==> config.mk <==
export PLATFORM = sky130hd
export DESIGN_NAME = multicycle_control_fsm
export DESIGN_NICKNAME = d
export VERILOG_FILES = /design/src/rtl/mcfsm_pkg.sv /design/src/rtl/mcfsm_ctrl_decode.sv /design/src/rtl/multicycle_control_fsm.sv
export SDC_FILE = /design/constraint.sdc
export NUM_CORES = 1
export LEC_CHECK = 0
export ABC_AREA = 1
export BUFFER_PORTS_ARGS = -buffer_cell sky130_fd_sc_hd__buf_2
export CAP_MARGIN = 0
export CORE_ASPECT_RATIO = 1.5
export CORE_UTILIZATION = 24
export CTS_CLUSTER_DIAMETER = 30
export DETAILED_ROUTE_END_ITERATION = 8
export PLACE_DENSITY_LB_ADDON = 0.2
export SETUP_SLACK_MARGIN = 0.15
export SYNTH_ARGS = -nofsm -noshare
export SYNTH_HDL_FRONTEND = slang
export SYNTH_SLANG_ARGS = --single-unit
==> constraint.sdc <==
create_clock -name clk -period 1.05 [get_ports clk]
set_input_delay 0.0525 -clock clk [delete_from_list [all_inputs] [get_ports clk]]
set_output_delay 0.0525 -clock clk [all_outputs]
set_load 0.01 [all_outputs]
==> src/rtl/mcfsm_pkg.sv <==
// Shared types and encodings for the multicycle control FSM: state enum, opcode
// classes, control-word bit positions and field codes.
package mcfsm_pkg;

   localparam int OPC_W_DEF  = 6;
   localparam int CTRL_W_DEF = 16;
   localparam int CNT_W_DEF  = 32;

   typedef enum logic [3:0] {
      S_FETCH   = 4'd0,
      S_DECODE  = 4'd1,
      S_EXEC_R  = 4'd2,
      S_EXEC_I  = 4'd3,
      S_ALU_WB  = 4'd4,
      S_MEM_ADR = 4'd5,
      S_MEM_RD  = 4'd6,
      S_MEM_WB  = 4'd7,
      S_MEM_WR  = 4'd8,
      S_BRANCH  = 4'd9,
      S_JUMP    = 4'd10,
      S_HALT    = 4'd11
   } state_t;

   localparam logic [5:0] OP_LW   = 6'b100000;
   localparam logic [5:0] OP_SW   = 6'b100001;
   localparam logic [5:0] OP_BNE  = 6'b110000;
   localparam logic [5:0] OP_J    = 6'b110001;
   localparam logic [5:0] OP_HALT = 6'b111111;

   // ctrl_word bit positions; multi-bit fields give their LSB
   localparam int B_PCWC  = 15;
   localparam int B_PCW   = 14;
   localparam int B_IORD  = 13;
   localparam int B_MEMR  = 12;
   localparam int B_MEMW  = 11;
   localparam int B_M2R   = 10;
   localparam int B_IRW   = 9;
   localparam int B_PCSRC = 7;
   localparam int B_ALUOP = 5;
   localparam int B_SRCB  = 3;
   localparam int B_SRCA  = 2;
   localparam int B_REGW  = 1;
   localparam int B_REGD  = 0;

   localparam logic [1:0] SRCB_B    = 2'b00;
   localparam logic [1:0] SRCB_ONE  = 2'b01;
   localparam logic [1:0] SRCB_IMM  = 2'b10;
   localparam logic [1:0] SRCB_RD2  = 2'b11;
   localparam logic [1:0] PCS_ALU    = 2'b00;
   localparam logic [1:0] PCS_ALUOUT = 2'b01;
   localparam logic [1:0] PCS_JUMP   = 2'b10;
   localparam logic [1:0] ALUOP_ADD  = 2'b00;
   localparam logic [1:0] ALUOP_SUB  = 2'b01;
   localparam logic [1:0] ALUOP_FUNC = 2'b10;

   // Enables that must not fire again while the FSM is held
   localparam logic [CTRL_W_DEF-1:0] SIDE_FX_MASK =
      CTRL_W_DEF'((1 << B_PCWC) | (1 << B_PCW) | (1 << B_IRW) | (1 << B_REGW) | (1 << B_MEMW));

endpackage

==> src/rtl/mcfsm_ctrl_decode.sv <==
// Combinational state -> ctrl_word table; every field not named for a state stays 0.
module mcfsm_ctrl_decode
   import mcfsm_pkg::*;
(
   input  state_t                  state,
   output logic [CTRL_W_DEF-1:0]   ctrl
);

   always_comb begin
      ctrl = '0;
      case (state)
         S_FETCH: begin
            ctrl[B_IRW]           = 1'b1;
            ctrl[B_PCW]           = 1'b1;
            ctrl[B_MEMR]          = 1'b1;
            ctrl[B_SRCB +: 2]     = SRCB_ONE;
            ctrl[B_ALUOP +: 2]    = ALUOP_ADD;
            ctrl[B_PCSRC +: 2]    = PCS_ALU;
         end
         S_DECODE: begin
            ctrl[B_SRCB +: 2]     = SRCB_IMM;
            ctrl[B_ALUOP +: 2]    = ALUOP_ADD;
         end
         S_EXEC_R: begin
            ctrl[B_SRCA]          = 1'b1;
            ctrl[B_SRCB +: 2]     = SRCB_B;
            ctrl[B_ALUOP +: 2]    = ALUOP_FUNC;
         end
         S_EXEC_I: begin
            ctrl[B_SRCA]          = 1'b1;
            ctrl[B_SRCB +: 2]     = SRCB_IMM;
            ctrl[B_ALUOP +: 2]    = ALUOP_FUNC;
         end
         S_ALU_WB: begin
            ctrl[B_REGW]          = 1'b1;
            ctrl[B_REGD]          = 1'b1;
         end
         S_MEM_ADR: begin
            ctrl[B_SRCA]          = 1'b1;
            ctrl[B_SRCB +: 2]     = SRCB_IMM;
            ctrl[B_ALUOP +: 2]    = ALUOP_ADD;
         end
         S_MEM_RD: begin
            ctrl[B_MEMR]          = 1'b1;
            ctrl[B_IORD]          = 1'b1;
         end
         S_MEM_WB: begin
            ctrl[B_REGW]          = 1'b1;
            ctrl[B_M2R]           = 1'b1;
         end
         S_MEM_WR: begin
            ctrl[B_MEMW]          = 1'b1;
            ctrl[B_IORD]          = 1'b1;
         end
         S_BRANCH: begin
            ctrl[B_PCWC]          = 1'b1;
            ctrl[B_SRCA]          = 1'b1;
            ctrl[B_SRCB +: 2]     = SRCB_B;
            ctrl[B_ALUOP +: 2]    = ALUOP_SUB;
            ctrl[B_PCSRC +: 2]    = PCS_ALUOUT;
         end
         S_JUMP: begin
            ctrl[B_PCW]           = 1'b1;
            ctrl[B_PCSRC +: 2]    = PCS_JUMP;
         end
         default: ctrl = '0;
      endcase
   end

endmodule

==> src/rtl/multicycle_control_fsm.sv <==
// Multicycle control unit: FETCH/DECODE/EXECUTE/MEMORY/WRITEBACK sequencing.
// Define MCFSM_PERF_CNT_EN to add the retired-instruction counter and port.
module multicycle_control_fsm
   import mcfsm_pkg::*;
#(
   parameter int OPC_W  = OPC_W_DEF,
   parameter int CTRL_W = CTRL_W_DEF,
   parameter int CNT_W  = CNT_W_DEF
) (
   input  logic              clk,
   input  logic              reset,
   input  logic              step_en,
   input  logic [OPC_W-1:0]  opcode,
   output logic [CTRL_W-1:0] ctrl_word,
   output logic [3:0]        state_o,
   output logic              halted
`ifdef MCFSM_PERF_CNT_EN
   ,
   output logic [CNT_W-1:0]  retired
`endif
);

   state_t              state, nxt;
   logic                is_store;
   logic                bad_state;
   logic [CTRL_W-1:0]   raw_ctrl;

   always_comb begin
      nxt = S_HALT;
      case (state)
         S_FETCH:   nxt = S_DECODE;
         S_DECODE: begin
            casez (opcode)
               6'b00????: nxt = S_EXEC_R;
               6'b01????: nxt = S_EXEC_I;
               OP_LW,
               OP_SW:     nxt = S_MEM_ADR;
               OP_BNE:    nxt = S_BRANCH;
               OP_J:      nxt = S_JUMP;
               default:   nxt = S_HALT;
            endcase
         end
         S_EXEC_R,
         S_EXEC_I:  nxt = S_ALU_WB;
         S_MEM_ADR: nxt = is_store ? S_MEM_WR : S_MEM_RD;
         S_MEM_RD:  nxt = S_MEM_WB;
         S_ALU_WB,
         S_MEM_WB,
         S_MEM_WR,
         S_BRANCH,
         S_JUMP:    nxt = S_FETCH;
         default:   nxt = S_HALT;
      endcase
   end

   // Corrupt encodings escape to HALT even while the FSM is held
   assign bad_state = (state > S_HALT);

   // opcode is only valid in DECODE, so the load/store choice is remembered for MEM_ADR
   always_ff @(posedge clk or posedge reset) begin
      if (reset) begin
         state    <= S_FETCH;
         halted   <= 1'b0;
         is_store <= 1'b0;
      end else if (step_en || bad_state) begin
         state  <= nxt;
         halted <= (nxt == S_HALT);
         if (state == S_DECODE)
            is_store <= (opcode == OP_SW);
      end
   end

   mcfsm_ctrl_decode u_decode (
      .state (state),
      .ctrl  (raw_ctrl)
   );

   // A held cycle keeps the datapath steering but drops every write enable
   assign ctrl_word = step_en ? raw_ctrl : (raw_ctrl & ~SIDE_FX_MASK);
   assign state_o   = state;

`ifdef MCFSM_PERF_CNT_EN
   logic retire_st;
   assign retire_st = (state == S_ALU_WB) || (state == S_MEM_WB) || (state == S_MEM_WR) ||
                      (state == S_BRANCH) || (state == S_JUMP);

   always_ff @(posedge clk or posedge reset) begin
      if (reset)
         retired <= '0;
      else if (step_en && retire_st)
         retired <= retired + 1'b1;
   end
`endif

endmodule
---- Word level (Yosys, flattened, before mapping) ----
Index checks and enable logic that the tools add are counted.
storage, ports and cells
  flip-flop bits (word level) ............. 6
  input port bits ......................... 9
  output and inout bits ................... 21
  word-level logic and storage cells ...... 49
cells by class
  magnitude comparators ................... 1
  equal/unequal tests ..................... 16
  multiplexer cells ....................... 16
  reduce and logical (&&, ||, !) cells .... 13
operator list
  operator              number
  $pmux W4 S5           2
  $eq A6 B6 Y1 const B  4
  $pmux W4 S6           1
  $eq A4 B3 Y1 const B  4
  $eq A4 B4 Y1 const B  4
  $mux W16              1
  $reduce_or A2 Y1      7
  $mux W1               10
  $eq A4 B2 Y1 const B  2
  $reduce_or A5 Y1      1
  $eq A4 B1 Y1 const B  1
  $gt A4 B4 Y1 const B  1
  $logic_not A4 Y1      1
  $mux W4               1
  $pmux W2 S2           1
  $reduce_or A4 Y1      1
  $eq A2 B1 Y1 const B  1
  $logic_not A2 Y1      1
  $reduce_and A2 Y1     1
  $logic_or A1 B1 Y1    1

---- Longest topological paths before layout ----
  depth after elaboration ................. 5
  gate-level depth with buffers ........... 8

---- By module ----
From an unflattened synthesis, not the netlist that was laid out.
unflattened totals
  cell total of the unflattened synthesis .. 119
  area total of the unflattened synthesis .. 643.1 um^2
modules (own cells, without submodules)
  module                  times used  cells an instance  area an instance (um^2)
  multicycle_control_fsm  1           82                 470.5
  mcfsm_ctrl_decode       1           37                 172.7

---- Worst setup path before layout ----
Ideal clock, no wire load.
  path kind ............................... register to output
  start point ............................. reg state[3], in the netlist state_o[3]
  end point ............................... out ctrl_word[14]
  arrival ................................. 1.276 ns
  data required time ...................... 0.998 ns
  setup slack ............................. -0.279 ns
  stages on the path, launching flop included .. 7
  path buffers ............................ 0
  path through ............................ dfrtp_1 > inv_1 > nor2_1 > inv_1 > nor3_1 > nor2_1 > nor2_1
on the way
  word-level cells in the longest chain between the ends .. 4
  elaborated cells on any way between the ends .. 5
  those cells by class .................... eq/ne (1); mux (2); reduce/logical (2)
RTL lines
  item                                                     RTL line                      text
  start: declaration                                       multicycle_control_fsm.sv:23  state_t state, nxt;
  start signal: assignment                                 multicycle_control_fsm.sv:66  state <= nxt;
  $eq A4 B4 Y1 / $logic_not A4 Y1 (equally long branches)  mcfsm_ctrl_decode.sv:11       case (state)
  $reduce_or A2 Y1 (no source line) (*)                    n/a
  $mux W1 (*)                                              mcfsm_ctrl_decode.sv:11
  $mux W16 (*)                                             multicycle_control_fsm.sv:79  assign ctrl_word = step_en ? raw_ctrl : (raw_ctrl & ~SIDE_FX_MASK);
  end: declaration                                         multicycle_control_fsm.sv:14  output logic [CTRL_W-1:0] ctrl_word,
Every way passes the cells marked *; elsewhere a longest branch is shown, timed or not.

---- Final worst setup path ----
  start point ............................. reg state[2], in the netlist state_o[2]
  end point ............................... out ctrl_word[12]
on the way
  word-level cells in the longest chain between the ends .. 4
  elaborated cells on any way between the ends .. 5
  those cells by class .................... eq/ne (1); mux (2); reduce/logical (2)
RTL lines
  item                                                     RTL line
  $eq A4 B3 Y1 / $logic_not A4 Y1 (equally long branches)  mcfsm_ctrl_decode.sv:11
  $reduce_or A2 Y1 (no source line) (*)                    n/a
  $mux W1 (*)                                              mcfsm_ctrl_decode.sv:11
  $mux W16 (*)                                             multicycle_control_fsm.sv:79
Marks and branches as above.

==> results.cfg <==
[synth]
synth-xor-area-share = 0
muxShareOfSynthArea = 0
synth.distinct_cells = 15
yosys.area_share.simple = 0.465
synth_top_family_by_area = simple AND/OR/NAND/NOR gates
synth_fp_nets = 99
syn_area_per_cell_sq_um = 5.80
ys_warn_count = 0
netlist_area_sq_um = 522
synth_compound_area_frac = 0.132
synth-seq-area-share = 0.288
synth_fa_ha_area_frac = 0
ys_ff_latch = 6
synth_cells = 90

[sta]
rsz0062_at_grt = true
fmax_ghz = 0.708
post-route-period-util = 1.35
final_max_slew_viol_count = 0
worstMarginPinSlew_ps = 247
max_slew_margin = 0.834
hold_slack_ps = 17.6
setup_viol_count_final = 24
setup_ws_ps = -363
finalSetupTns_ps = -5750
period_minus_slack_ps = 1410
finalHoldViolCount = 0
finClkSkew_ps = 1.02

[cts]
clk_latency_ps = 260
cts_tree = yes
clk_pin_slew_ps = 50
cts_buffers = 3
clockBufferDepth = 2
clock-sinks = 6
cts_max_level = 1
cts_root_buffer = clkbuf_4

[routing]
wl_per_cell_microns = 11.9
ant_nets = 0
via_per_inst = 4.81
drt_wl_total_microns = 2030
firstDrtPassIters = 4
drt_iter0_markers = 12
drc = 0
via_count = 822

[cells_and_area]
mostFrequentLayoutCell = buf_2
fillers = 203
area_growth_pct = 119
layout_common_cells = 24 x buf_2, 17 x buf_4, 13 x nand2_1, 13 x buf_6
final_nets = 159
ff_latch_area_sq_um = 155
drive_gt1_frac = 0.664
multi_input_area_sq_um = 459
design_area_sq_mm = 0.00114
diodes = 0

[floorplanning]
die-height_microns = 59.1
coreArea_sq_mm = 0.00203
initial_core_util = 0.257
row_count = 20
die_w_microns = 40.1
die-area_sq_mm = 0.00237
pin_count = 30

[placement]
portBuffers = 29
dp_hpwl_microns = 1560
place_worst_setup_slack_ps = -178
placedInstanceArea_sq_um = 917
globalplace.congestion = 0.933

[grt]
grt_pass1_wl_microns = 3090
antenna_found_initial = 0
overflow = 0
grt_usage = 0.195
grt_max_degree = 7
grt_pass1_vias = 743

[critical_path]
rr_worst_depth = 9
crit_arrival_ps = 1360
endpoint_kind = output port
cp.required_ps = 1000
start_kind = register
critPathKind = reg2out
path_max_fanout = 5

[worst_hold_path]
min_delay_path_depth = 2
hold_class = in2reg

[power]
powerDensity_mw_per_mm2 = 2900
irDropWorstVdd_mv = 1.54
leakage_nw = 0.594

[outcome]
status = finished, violations left
failed_checks = setup timing

[flow_run]
max_cap_viol_count = 0
[kinds of logic after synthesis]
kind of cell | after synthesis
buffers and inverters | 16
AOI/OAI and AO/OA | 12
and+or+nand+nor | 56
DFF | 6
[final timing paths]
path / from / end / slack, ps
worst min register to register: halted / halted / 480
worst max-delay path: state_o[2] / ctrl_word[12] / -360
min in group asynchronous: reset / halted / 250
worst min-delay path: step_en / state_o[3] / 20
max in group asynchronous: reset / state_o[2] / 580
worst max register to register: state_o[0] / halted / -280
[sequential cells by signal, summed over array words and instances (netlist names)]
name and count:
is_store 1, state_o 4, halted 1
[synth_stat cells]
| cell | instances | area [sq um] |
|---|---|---|
| nor2_1 | 21 | 78.8 |
| nand2_1 | 17 | 63.8 |
| inv_1 | 14 | 52.6 |
| nand3_1 | 10 | 50.1 |
| dfrtp_1 | 6 | 150 |
| o21ai_0 | 6 | 30.0 |
| nor3_1 | 4 | 20.0 |
| a21oi_1 | 2 | 10.0 |
| inv_2 | 2 | 7.51 |
| nand4_1 | 2 | 12.5 |
| o22ai_1 | 2 | 12.5 |
| a21oi_2 | 1 | 8.76 |
| nand2_2 | 1 | 6.26 |
| nor2_4 | 1 | 11.3 |
| o211ai_1 | 1 | 7.51 |
[power breakdown]
group	total (mW)	internal, mW	switching (mW)
logic	2.60	1.27	1.33
registers	0.474	0.321	0.153
clock network	0.244	0.145	0.0987
total	3.32	1.73	1.58
[final cells by class]
| cell class | count | area share |
|---|---|---|
| timing repair buffer | 55 | 0.353 |
| sequential | 6 | 0.136 |
| tap | 22 | 0.0240 |
| clock buffer | 4 | 0.0230 |
| multi-input combinational | 68 | 0.401 |
| inverter | 16 | 0.0634 |
[metrics by stage]
stage	total power [mW]	cells	utilization
after detailed placement	2.46	156	0.452
final	3.32	171	0.565
after global routing	3.56	171	0.565
after global placement	2.45	156	0.452
after CTS	3.29	171	0.557
after floorplan	1.62	90	-
[critical path: stages (launching register included)]
cell,delay (ps)
dfrtp_2,450
inv_4,100
nand2_4,90
nor2_4,140
a21oi_2,50
buf_4,130
inv_2,40
buf_6,90
[per-layer routing]
layer  global-route usage  up-vias  routed length [microns]
met5                    0        -                        0
met4               0.0985        0                       40
met1                0.176      377                      712
met3               0.0113        5                       82
met2                0.387       28                     1200
li1                     -      412                        -
[what timing repair did]
item / CTS / global route
endpoints found under the setup margin: 26 / 26
endpoints found under the hold margin: 6 / 0
pin swaps: 14 / 5
setup buffers: 10 / 0
gates resized for setup: 28 / 5
hold buffers: 1 / 0
Power figures use the tool's default switching activity.
